File: config.mk
export PLATFORM = sky130hd
export DESIGN_NAME = ras_commit_tracker
export DESIGN_NICKNAME = d
export VERILOG_FILES = /design/src/rtl/ras_commit_tracker.sv
export SDC_FILE = /design/constraint.sdc
export NUM_CORES = 1
export LEC_CHECK = 0
export BUFFER_PORTS_ARGS = -buffer_cell sky130_fd_sc_hd__buf_2
export CAP_MARGIN = 20
export CORE_ASPECT_RATIO = 1.1
export CORE_MARGIN = 2
export CORE_UTILIZATION = 64
export DETAILED_ROUTE_END_ITERATION = 16
export GPL_TIMING_DRIVEN = 0
export PLACE_DENSITY = 0.83
export RECOVER_POWER = 100
export SYNTH_ARGS = -nofsm -noshare
export SYNTH_HDL_FRONTEND = slang
export SYNTH_SLANG_ARGS = --single-unit
File: constraint.sdc
create_clock -name clk -period 9.1 [get_ports clk]
set_input_delay 1.365 -clock clk [delete_from_list [all_inputs] [get_ports clk]]
set_output_delay 1.365 -clock clk [all_outputs]
set_load 0.03 [all_outputs]
File: src/rtl/ras_commit_tracker.sv
// Commit-side return address stack. On a flush it streams its entries to the fetch RAS (slot 0 = top).
// Optional feature macro: RAS_UNDERFLOW_CNT_EN (pop-on-empty event counter).
module ras_commit_tracker #(
  parameter int ENTRIES_NUM = 8,
  parameter int ADDR_W      = 32,
  localparam int IDX_W      = $clog2(ENTRIES_NUM),
  localparam int CNT_W      = IDX_W + 1
) (
  input  logic              clk,
  input  logic              resetn,
  input  logic              commit_push_req,
  input  logic              commit_pop_req,
  input  logic [ADDR_W-1:0] commit_push_data,
  input  logic              flush_req,
  output logic              restore_valid,
  input  logic              restore_ready,
  output logic [IDX_W-1:0]  restore_idx,
  output logic [ADDR_W-1:0] restore_data,
  output logic              restore_entry_valid,
  output logic              restore_busy,
  output logic              restore_done,
  output logic [CNT_W-1:0]  depth,
  output logic [15:0]       underflow_cnt
);

  typedef enum logic [1:0] {
    ST_IDLE,
    ST_XFER,
    ST_DONE
  } state_e;

  logic [ADDR_W-1:0] mem_q [ENTRIES_NUM];
  logic [IDX_W-1:0]  tp_q, tp_d;
  logic [CNT_W-1:0]  cnt_q, cnt_d;
  logic              wr_en;
  logic [IDX_W-1:0]  wr_idx;

  state_e            state_q, state_d;
  logic [IDX_W-1:0]  k_q, k_d;

  // Commit-side stack update
  always_comb begin
    // NOTE: every output of this block gets a default first, so no path leaves one unassigned (no latch).
    tp_d   = tp_q;
    cnt_d  = cnt_q;
    wr_en  = 1'b0;
    wr_idx = tp_q;
    unique case ({commit_push_req, commit_pop_req})
      2'b10: begin
        tp_d   = tp_q + 1'b1;
        wr_en  = 1'b1;
        wr_idx = tp_q + 1'b1;
        if (cnt_q != CNT_W'(ENTRIES_NUM)) cnt_d = cnt_q + 1'b1;
      end
      2'b01: begin
        if (cnt_q != '0) begin
          tp_d  = tp_q - 1'b1;
          cnt_d = cnt_q - 1'b1;
        end
      end
      2'b11: begin
        // Call and return retire together: replace the top in place.
        wr_en  = 1'b1;
        wr_idx = tp_q;
        if (cnt_q == '0) cnt_d = CNT_W'(1);
      end
      default: ;
    endcase
  end

  // NOTE: the entry array has no reset; liveness comes from cnt_q, and invalid slots read as zero.
  always_ff @(posedge clk) begin
    if (wr_en) mem_q[wr_idx] <= commit_push_data;
  end

  // Restore sequencer
  always_comb begin
    state_d = state_q;
    k_d     = k_q;
    unique case (state_q)
      ST_IDLE: begin
        if (flush_req) begin
          state_d = ST_XFER;
          k_d     = '0;
        end
      end
      ST_XFER: begin
        if (flush_req) begin
          k_d = '0;
        end else if (restore_ready) begin
          if (k_q == IDX_W'(ENTRIES_NUM - 1)) begin
            state_d = ST_DONE;
            k_d     = '0;
          end else begin
            k_d = k_q + 1'b1;
          end
        end
      end
      ST_DONE: begin
        state_d = flush_req ? ST_XFER : ST_IDLE;
        k_d     = '0;
      end
      default: begin
        state_d = ST_IDLE;
        k_d     = '0;
      end
    endcase
  end

  // NOTE: state registers use non-blocking assignments so every flop samples pre-edge values.
  always_ff @(posedge clk or negedge resetn) begin
    if (!resetn) begin
      tp_q    <= '0;
      cnt_q   <= '0;
      state_q <= ST_IDLE;
      k_q     <= '0;
    end else begin
      tp_q    <= tp_d;
      cnt_q   <= cnt_d;
      state_q <= state_d;
      k_q     <= k_d;
    end
  end

  logic             in_xfer;
  logic             slot_live;
  logic [IDX_W-1:0] rd_idx;

  assign in_xfer   = (state_q == ST_XFER);
  assign slot_live = ({1'b0, k_q} < cnt_q);
  assign rd_idx    = tp_q - k_q;

  assign restore_valid       = in_xfer;
  assign restore_idx         = k_q;
  assign restore_entry_valid = in_xfer && slot_live;
  assign restore_data        = (in_xfer && slot_live) ? mem_q[rd_idx] : '0;
  assign restore_busy        = (state_q != ST_IDLE);
  assign restore_done        = (state_q == ST_DONE);
  assign depth               = cnt_q;

`ifdef RAS_UNDERFLOW_CNT_EN
  logic        underflow;
  logic [15:0] ucnt_q;

  assign underflow = commit_pop_req && !commit_push_req && (cnt_q == '0);

  always_ff @(posedge clk or negedge resetn) begin
    if (!resetn) begin
      ucnt_q <= '0;
    end else if (underflow && (ucnt_q != 16'hFFFF)) begin
      ucnt_q <= ucnt_q + 1'b1;
    end
  end

  assign underflow_cnt = ucnt_q;
`else
  assign underflow_cnt = '0;
`endif

endmodule

==> summary.txt <==
Outcome: complete, but fails checks
Failing checks: max-capacitance violations, max-slew violations
Largest delay share family, worst path: buffers and inverters
TritonCTS clock tree: built
Clock root cell: clkbuf_16
TritonCTS Buffers: 26
Unrepaired setup endpoints after global routing: false
Drc violations: 0
Layout cells sized above 1: 0.195
Max Clock Freq: 182 MHz
Worst Path Max Fanout: 10
First DRT Iteration DRCs: 535
Synth Area per Inst: 20.1 um2
Hold slack: 553 ps
CTS max path bufs: 3
CP Class: reg2out
Diodes inserted: 0
Row cnt: 49
Final Hold Fails: 0
Number of global-route vias before repair: 5880
Data required, critical path: 7740 ps
Max-cap viol count: 8
# Post-CTS Setup Buffers: 0
EDFF count, synth: 256
P per Cell Area: 342 nW/um2
Clk slew on worst S/H paths: 60 ps
Cell variety after synth: 36
Sum Neg Setup Slack: 0 ps
Max Slew Vio Count: 176
Synth Area in XOR/XNOR: 0.00794
Data arrival time of the critical path: 4130 ps
Commonest non-fill, non-tap cells in the layout: 256 x edfxtp_1, 104 x clkbuf_1, 64 x mux4_2
Fin nets: 724
Worst-Margin Slew: 2000 ps
Core box area: 16500 um2
Antenna violations before repair: 0
Total gr overflow: 0
Post-route ant nets: 0
Share of the yosys chip area belonging to registers: 0.735
Placer Congestion: 0.767
Worst Setup SP: tp_q[0]
Reg2reg start: tp_q[0]
Setup WS post-layout: 3610 ps
Mapped Area: 10900 um2
Final setup vio count: 0
First-pass GRT wire length: 34100 um
CP Buf/Inv Count: 6
Fin crit share: 0.604
H-tree depth: 1
Hold path start: state_q[1]
GR Layer Usage met3: 0.0425
Synth Register Bits: 268
Power, Total: 4210 uW
Largest family of logic cells by synthesized area: multiplexers
Die W: 128 um
Met1 Use GR: 0.349
Total Wirelength: 22400 um
Largest net degree at the start of global routing: 27
Lkg Pwr: 0.00417 uW
Min Tclk post-route: 5490 ps
CP endpoint kind: output port
Routed vias/inst: 6.29
M2 GR Usage: 0.435
Crit-path max cell delay: 660 ps
Max VDD drop: 242 uV
Compound-cell area share of the yosys netlist: 0.0296
Pre-CTS setup slack: 4440 ps
Clk Latency, worst-skew pair: 520 ps
Gr usage total: 0.255
Initial Util: 0.659
IO buf count: 80
Slowest-stage cell, CP: clkbuf_1
Post-CTS sizing: 0
Cts hold-fix bufs: 0
Critical path cell sequence: clkbuf_1 > inv_1 > ha_1 > inv_1 > fa_1 > clkbuf_1 > clkbuf_1 > mux4_2 > mux2i_1 > a21oi_1 > clkbuf_1
Rel. slew slack: -0.340
IO Pins: 97
Die height: 141 um
Wire per inst: 25.0 um
Post-Synth Simple-Gate Area: 0.0179
Worst path most repeated cell: clkbuf_1
Startpoint types: flop
Post-synthesis adder-cell area fraction: 0.0156
Via count: 5633
Clk sinks: 268
Yosys Warn Count: 0
HPWL after DPL: 13300 um
Post-synth top flop: edfxtp_1
Post-synth ARST share: 0.0448
P&R area growth vs syn: 13.3%
Full die area: 18100 um2
Hold crit path type: reg2reg
Mux share of post-synthesis cell area: 0.166
Commonest non-fill, non-tap cell in the layout: edfxtp_1
Global routing's busiest layer: met2
Drt pass-1 iters: 5
Syn Inst Count: 542
Clock skew: 17.5 ps
==> sequential cells by signal, indices dropped and copies added (netlist names) <==
register	flops
mem_q	256
tp_q	3
restore_idx	3
depth	4
state_q	2
==> per-layer routing <==
layer | share of wire | routed length, um
met5 | 0 | 0
met1 | 0.37 | 8370
met3 | 0.074 | 1660
met2 | 0.53 | 11800
met4 | 0.022 | 484
==> Yosys cell counts (all sizes together) (5+ instances only) <==
| cell | number | area share |
|---|---|---|
| edfxtp | 256 | 0.71 |
| mux4 | 64 | 0.13 |
| a21oi | 41 | 0.019 |
| mux2i | 35 | 0.032 |
| buf | 31 | 0.020 |
| clkbuf | 12 | 0.0041 |
| dfrtp | 12 | 0.028 |
| ha | 12 | 0.014 |
| nor2 | 12 | 0.0041 |
| inv | 11 | 0.0038 |
| nand2 | 9 | 0.0031 |
| nor3 | 7 | 0.0032 |
| xor2 | 5 | 0.0040 |
==> cell families (layout without fill, tap and decap cells) <==
family	count (synthesis)	count (layout)
compound gates	57	57
xor+xnor	9	9
fa+ha+maj	13	13
buf+inv	54	188
flops	268	268
mux	100	100
other cells	1	16
simple gates	40	40
==> power by group <==
group | total, uW | switching (uW) | internal [uW] | leakage, uW
Sequential | 1590 | 58.1 | 1530 | 0.00247
Combinational | 1610 | 1060 | 551 | 0.00130
Clock | 1010 | 420 | 594 | 0.000400
==> area by class of cell <==
class,instances,area (um2)
clock inverter,14,113
timing repair buffer,88,335
sequential,268,7990
clock buffer,32,694
tap,204,255
inverter,11,41.3
fill,963,4170
multi-input combinational,235,2640
buffer,43,262
==> metrics by stage <==
step,utilization,std cells,area (um2)
final,0.747,895,12300
after global routing,0.747,895,12300
after CTS,0.766,895,12600
after detailed placement,0.717,849,11800
after global placement,0.703,841,11600
after floorplan,-,557,10900
==> path summary, 6_finish.rpt <==
check / end / slack (ps) / cells past startpoint
max in group asynchronous: tp_q[0] / 7790 / 1
min reg2reg: restore_idx[1] / 550 / 1
max: restore_data[11] / 3610 / 11
min in group asynchronous: depth[0] / 860 / 1
min: restore_idx[1] / 550 / 1
max reg2reg: mem_q[3][18] / 4770 / 8
==> worst register-to-register path: cells and delay by family (launching register included) <==
kind	cells	cell delay (ps)
adders and majority gates	1	400
AOI/OAI and AO/OA	1	60
and+or+nand+nor	3	1700
buffers and inverters	3	1410
DFF	1	350
Note: power is estimated with default switching activity, not from simulation.
